`config.mk`:
```
export PLATFORM = sky130hd
export DESIGN_NAME = param_uart_tx
export DESIGN_NICKNAME = d
export VERILOG_FILES = /design/src/rtl/param_uart_tx.sv
export SDC_FILE = /design/constraint.sdc
export NUM_CORES = 1
export LEC_CHECK = 0
export CAP_MARGIN = 25
export CORE_UTILIZATION = 40
export DETAILED_ROUTE_END_ITERATION = 8
export PLACE_DENSITY = 0.73
export SYNTH_ARGS = -nofsm -noshare
export SYNTH_HDL_FRONTEND = slang
export SYNTH_SLANG_ARGS = --single-unit
```
`constraint.sdc`:
```
create_clock -name clk -period 3.75 [get_ports clk]
set_input_delay 0.75 -clock clk [delete_from_list [all_inputs] [get_ports clk]]
set_output_delay 0.75 -clock clk [all_outputs]
set_load 0.05 [all_outputs]
```
`src/rtl/param_uart_tx.sv`:
```
// Parameter-readback UART transmitter: snapshots the pulse parameters on request and sends a
// 20-byte frame (sync, 18 payload bytes, checksum). Define PARAM_UART_TX_PARITY_EN for 8E1.
module param_uart_tx #(
  parameter int unsigned CLKS_PER_BIT = 434,
  parameter logic [7:0]  SYNC_BYTE    = 8'hA5
) (
  input  logic        clk,
  input  logic        reset,
  input  logic        send,
  input  logic [31:0] per,
  input  logic [15:0] p1wid,
  input  logic [15:0] del,
  input  logic [15:0] p2wid,
  input  logic [7:0]  nut_w,
  input  logic [15:0] nut_d,
  input  logic [7:0]  cp,
  input  logic [7:0]  p_bl,
  input  logic [15:0] p_bl_off,
  input  logic        bl,
  output logic        txd,
  output logic        busy,
  output logic        done
);

  localparam logic [15:0] CntMax   = 16'(CLKS_PER_BIT - 1);
  localparam logic [4:0]  LastByte = 5'd19;
  localparam logic [4:0]  CsumByte = 5'd19;

`ifdef PARAM_UART_TX_PARITY_EN
  typedef enum logic [2:0] {StIdle, StStart, StData, StParity, StStop} state_e;
`else
  typedef enum logic [2:0] {StIdle, StStart, StData, StStop} state_e;
`endif

  state_e         state_q, state_d;
  logic [15:0]    bit_cnt_q, bit_cnt_d;
  logic [2:0]     bit_idx_q, bit_idx_d;
  logic [4:0]     byte_idx_q, byte_idx_d;
  logic [7:0]     shreg_q, shreg_d;
  logic [143:0]   payload_q, payload_d;
  logic [7:0]     csum_q, csum_d;
  logic           txd_q, txd_d;
  logic           done_q, done_d;
  logic           tick;

  assign tick = (bit_cnt_q == CntMax);

  always_comb begin
    state_d    = state_q;
    bit_cnt_d  = bit_cnt_q;
    bit_idx_d  = bit_idx_q;
    byte_idx_d = byte_idx_q;
    shreg_d    = shreg_q;
    payload_d  = payload_q;
    csum_d     = csum_q;
    done_d     = 1'b0;

    if (state_q != StIdle) begin
      bit_cnt_d = tick ? 16'd0 : bit_cnt_q + 16'd1;
    end

    unique case (state_q)
      StIdle: begin
        // The done cycle itself never accepts a request.
        if (send && !done_q) begin
          state_d    = StStart;
          bit_cnt_d  = 16'd0;
          byte_idx_d = 5'd0;
          shreg_d    = SYNC_BYTE;
          csum_d     = 8'd0;
          payload_d  = {per, p1wid, del, p2wid, nut_w, nut_d, cp, p_bl, p_bl_off, 7'b0, bl};
        end
      end
      StStart: begin
        if (tick) begin
          bit_idx_d = 3'd0;
          state_d   = StData;
        end
      end
      StData: begin
        if (tick) begin
          if (bit_idx_q == 3'd7) begin
`ifdef PARAM_UART_TX_PARITY_EN
            state_d = StParity;
`else
            state_d = StStop;
`endif
          end else begin
            bit_idx_d = bit_idx_q + 3'd1;
          end
        end
      end
`ifdef PARAM_UART_TX_PARITY_EN
      StParity: begin
        if (tick) state_d = StStop;
      end
`endif
      StStop: begin
        if (tick) begin
          if (byte_idx_q == LastByte) begin
            state_d = StIdle;
            done_d  = 1'b1;
          end else begin
            state_d    = StStart;
            byte_idx_d = byte_idx_q + 5'd1;
            // Payload drains MSB byte first; checksum covers every payload byte as it loads.
            if (byte_idx_d == CsumByte) begin
              shreg_d = csum_q;
            end else begin
              shreg_d   = payload_q[143:136];
              payload_d = {payload_q[135:0], 8'h00};
              csum_d    = csum_q + payload_q[143:136];
            end
          end
        end
      end
      default: state_d = StIdle;
    endcase

    // txd is registered from next-state values so the line is glitch-free.
    unique case (state_d)
      StStart:  txd_d = 1'b0;
      StData:   txd_d = shreg_d[bit_idx_d];
`ifdef PARAM_UART_TX_PARITY_EN
      StParity: txd_d = ^shreg_d;
`endif
      default:  txd_d = 1'b1;
    endcase
  end

  always_ff @(posedge clk or negedge reset) begin
    if (!reset) begin
      state_q    <= StIdle;
      bit_cnt_q  <= 16'd0;
      bit_idx_q  <= 3'd0;
      byte_idx_q <= 5'd0;
      shreg_q    <= 8'd0;
      payload_q  <= '0;
      csum_q     <= 8'd0;
      txd_q      <= 1'b1;
      done_q     <= 1'b0;
    end else begin
      state_q    <= state_d;
      bit_cnt_q  <= bit_cnt_d;
      bit_idx_q  <= bit_idx_d;
      byte_idx_q <= byte_idx_d;
      shreg_q    <= shreg_d;
      payload_q  <= payload_d;
      csum_q     <= csum_d;
      txd_q      <= txd_d;
      done_q     <= done_d;
    end
  end

  assign txd  = txd_q;
  assign busy = (state_q != StIdle);
  assign done = done_q;

endmodule

```
---- After elaboration in Yosys (flattened, before gate mapping) ----
Cells that the tools add are included.
operators by class
  multiplexer cells ....................... 40
  eq/ne operators ......................... 13
  shift operators ......................... 0
  magnitude comparators ................... 1
  multiply operators ...................... 0
  reduce and logical (&&, ||, !) cells .... 7
  div/mod/pow operators ................... 0
  $add $sub $neg .......................... 4
  bitwise gates (word level) .............. 0
operators by type and width
  cell                                                                     number
  144-bit 2-to-1 mux                                                       4
  144-bit one-hot mux with 2 select lines                                  1
  16-bit 2-to-1 mux                                                        4
  8-bit 2-to-1 mux                                                         8
  8-bit one-hot mux with 2 select lines                                    2
  3-bit 2-to-1 mux                                                         8
  16-bit by 1-bit adder with 16-bit output (second input constant)         1
  16-bit by 9-bit equality test with 1-bit output (second input constant)  1
  5-bit 2-to-1 mux                                                         3
  3-bit one-hot mux with 4 select lines                                    1
  5-bit equality test (second input constant)                              2
  5-bit one-hot mux with 2 select lines                                    1
  3-bit by 2-bit equality test with 1-bit output (second input constant)   3
  8-bit adder                                                              1
  2-bit != test (second input constant)                                    4
  3-bit by 1-bit equality test with 1-bit output (second input constant)   2
  3-bit one-hot mux with 2 select lines                                    1
  5-bit by 1-bit adder with 5-bit output (second input constant)           1
  1-bit 2-to-1 mux                                                         5
  5-bit AND reduction                                                      1
  3-bit by 4-bit < comparator with 1-bit output (second input constant)    1
  4-bit AND reduction                                                      1
  3-bit by 1-bit adder with 3-bit output (second input constant)           1
  1-bit binary-select mux with 3-bit select                                1
  other kinds (7)                                                          7
storage, ports and cells
  bits in registers ....................... 189
  memory bits (read-only) ................. 0
  logic and storage cells ................. 74
  bits of input ports ..................... 140
  output and inout port bits .............. 3
  latch bits .............................. 0
  RAM bits ................................ 0
  memories kept ........................... 0

---- Depth between registers and ports, before layout ----
  depth after elaboration ................. 9
  gate-level depth with buffers ........... 10
  depth with buffers taken out ............ 10

---- Worst setup path before layout ----
OpenSTA, ideal clock, no wires.
  path kind ............................... register to register
  start point ............................. register state_q[1]
  end point ............................... register txd_q, in the netlist txd
  period minus slack after synthesis ...... 2.511 ns
  data required time ...................... 3.669 ns
  path buffers ............................ 1
  arrival ................................. 2.430 ns
  setup time .............................. 0.081 ns
  stages on the path, launching flop included .. 9
  setup slack ............................. 1.239 ns
  path through ............................ dfrtp_1 > clkbuf_1 > nor3_1 > inv_1 > nor2_1 > nor3_1 > a21o_1 > mux4_2 > o2111ai_2
on the way
  longest elaborated chain between the ends .. 5
  elaborated cells between the ends (all ways) .. 17
  those cells by class .................... eq/ne (5); mux (11); reduce/logical (1)
ends and longest elaborated chain
  element                                                                                                    line     text
  start, declared                                                                                            35       state_e state_q, state_d;
  start signal, assigned                                                                                     133      state_q <= StIdle;
  start signal, assigned                                                                                     143      state_q <= state_d;
  3-bit by 2-bit equality test with 1-bit output, or another cell as far along                               62       unique case (state_q)
  8-bit one-hot mux with 2 select lines, or another cell as far along                                        62
  1-bit binary-select mux with 3-bit select / 3-bit one-hot mux with 4 select lines (equally long branches)  123, 62
  1-bit 2-to-1 mux (not written as such), or another cell as far along                                       123      StData: txd_d = shreg_d[bit_idx_d];
  1-bit one-hot mux with 2 select lines (*)                                                                  121      unique case (state_d)
  via txd_d                                                                                                  42       logic txd_q, txd_d;
  end signal, assigned                                                                                       150      txd_q <= txd_d;
  end, declared                                                                                              42
The timed path passes the listed nets; every way through them passes the cells marked *. The select of a mux whose other input is x is not followed.
A chain may end at the register's enable or synchronous reset.

---- Worst setup path after layout ----
  start point ............................. register state_q[1]
  end point ............................... output port busy
on the way
  longest elaborated chain between the ends .. 1
ends and longest elaborated chain
  element             line  text
  3-bit nonzero test  156   assign busy = (state_q != StIdle);
  end, declared       21    output logic busy,
Every way passes these cells.

==> summary.md <==
| Metric | Value |
|---|---|
| Status | `finished, final reports clean` |
| Yosys top cell area share | `51.0%` |
| DIE WIDTH | `151 um` |
| Final critical-path setup slack | `728 ps` |
| Critical Path Source Type | `flip-flop` |
| Final core utilization | `51.2%` |
| Count leader, synth | `dfrtp_1` |
| Post-synth EDFFs | `0` |
| Hold_ws | `344 ps` |
| TritonRoute pass-1 iters | `4` |
| Data arrival time of the worst path | `2270 ps` |
| Routed wire per std cell | `15.6 um` |
| Yosys Warn Count | `0` |
| Count of unique library cells instantiated by Yosys | `57` |
| # setup viols final | `0` |
| Leak | `4.26 nW` |
| Power per Cell Area | `454 mW/mm^2` |
| Buffer count from post-CTS setup fixing | `0` |
| TritonCTS Buffers | `17` |
| Largest net degree at the start of global routing | `153` |
| Hold/Removal Path Class | `primary input to async pin` |
| First-pass GRT wire length | `33000 um` |
| VDD IR max | `297 uV` |
| Row Count | `54` |
| Final min period | `3020 ps` |
| Hold_buf cts | `0` |
| Most instantiated cells after synthesis | `dfrtp_1 (181), nor2_1 (149), a21oi_1 (140)` |
| DP Worst Slack | `887 ps` |
| Setup_tns | `0 ps` |
| Iteration-0 DRC Markers | `356` |
| Register bit total from synthesis | `182` |
| Max H-tree Level | `4` |
| Fin cells | `1283` |
| Max clock buf depth | `2` |
| Final net count | `1144` |
| Sequential fraction of the synthesis area | `51.3%` |
| Number of max-slew violations in the final report | `0` |
| Leading area contributor after synthesis | `dfrtp_1` |
| Synthesized cell area | `0.00887 sq mm` |
| Vias | `6654` |
| Max cap viols | `0` |
| Async S/R FF share, synth | `100%` |
| TritonCTS clock tree | `yes` |
| Largest cells by area after synthesis | `dfrtp_1 (51%), mux2i_1 (16%), a21oi_1 (7.9%)` |
| Synth Flop Type | `dfrtp_1` |
| Antenna viol nets, final | `0` |
| Initial antenna violation count | `1` |
| Critical path peak fanout | `11` |
| Normalized max-slew margin | `42.9%` |
| Hpwl dp | `14000 um` |
| DR vias/cell | `5.19` |
| Clock Skew | `17.2 ps` |
| Worst-skew pair later-pin latency | `440 ps` |
| IO buf count | `142` |
| Initial Util | `40.8%` |
| PostCTS Resize Cnt | `0` |
| Core Box Area | `0.0218 sq mm` |
| # diodes | `0` |
| DIE AREA | `0.0228 sq mm` |
| # fillers | `2018` |
| Synth-to-Final Area Change | `25.4%` |
| Syn_nets | `1025` |
| Final WL | `20100 um` |
| I/O pin total | `143` |
| Syn Area/Cell | `10.2 sq um` |
| Fin. Hold Viols | `0` |
| GRT Residual Overflow | `0` |
| Gpl congestion | `0.868` |
| Gr usage total | `18.7%` |
| Remaining routing DRC violations | `0` |
| Worst path required time | `3000 ps` |
| Die height | `151 um` |
| Worst Max-Slew Pin Slew | `857 ps` |
| Max frequency | `331 MHz` |
| Period utilization | `80.6%` |
| Synth Instances | `872` |
| Root buf cell | `clkbuf_16` |
| CP Class | `flip-flop to output pin` |
| Critical path endpoint category | `output pin` |
| CTS sink count | `182` |
| Placed insts | `1252` |
| Layout cells sized above 1 | `5.78%` |
| RSZ-0062 raised after global routing | `no` |
| Vias in the first global route | `6613` |
| Worst-path clk slew | `80 ps` |
-- critical path, stage by stage (launching register included) --
cell and delay [ps]:
dfrtp_1 490, nor3_1 400, inv_1 200, clkdlybuf4s50_1 740
-- power breakdown --
group,internal [mW],switching [mW]
Sequential,2.26,0.202
Clock,1.02,0.838
Combinational,0.369,0.357
-- metrics by stage --
stage | cell area, sq um | total power [mW]
final | 11100 | 5.05
after global routing | 11100 | 5.32
after CTS | 11100 | 5.10
after detailed placement | 10500 | 3.24
after global placement | 10500 | 3.20
after floorplan | 8870 | 2.89
-- final timing paths --
path	from	to	slack, ps	cells past startpoint
min	reset	payload_q[106]$_DFFE_PN0P_	340	1
max	state_q[1]$_DFF_PN0_	busy	730	3
min in group clk	payload_q[9]$_DFFE_PN0P_	payload_q[9]$_DFFE_PN0P_	510	1
max reg2reg	bit_cnt_q[1]$_DFF_PN0_	payload_q[86]$_DFFE_PN0P_	820	9
min reg2reg	payload_q[9]$_DFFE_PN0P_	payload_q[9]$_DFFE_PN0P_	510	1
max in group asynchronous	reset	txd$_DFF_PN1_	2600	2
-- sequential cells by signal, indices dropped and copies added (netlist names) --
register,cells
payload_q,137
bit_cnt_q,16
csum_q,8
shreg_q,8
byte_idx_q,5
bit_idx_q,3
state_q,3
done,1
txd,1
-- metal layers --
metal,part of all wire (%),track usage (%),vias to the layer above,routed length (um)
li1,-,-,3322,-
met1,45,24.7,3177,9060
met2,46,29.3,130,9300
met3,7.2,5.96,23,1440
met4,1.2,5.75,2,246
met5,0.065,0,-,13
-- area by class of cell --
class                           count  area (sq um)  share of cell area, %
Clock buffer                       18           439                   3.94
Tap cell                          280           350                   3.15
Multi-Input combinational cell    625          4030                   36.2
Inverter                           12          45.0                  0.405
Sequential cell                   182          4560                   40.9
Clock inverter                     13           166                   1.49
Timing Repair Buffer              153          1550                   13.9
-- cells by family (layout without fill, tap and decap cells) --
logic type	count (synthesis)	count (layout)	synth area share [%]
AND/OR/NAND/NOR	243	243	12.6
AO/OA/AOI/OAI	216	216	13.7
flip-flops	182	182	51.3
multiplexers	139	139	15.8
buffers and inverters	65	196	3.30
adder cells (fa/ha/maj)	13	13	1.92
XOR/XNOR	13	13	1.28
other	1	1	0.0423
-- placed cells by master (no fill, tap or decap), drive strengths merged, types with 7 or more instances in the layout --
cell,count
a21oi,140
a22o,11
buf,12
clkbuf,18
clkdlybuf4s50,141
dfrtp,181
ha,12
inv,17
mux2i,138
nand2,29
nand3,15
nand4,8
nor2,149
nor3,7
o21ai,37
xor2,8
Power figures use the tool's default switching activity.
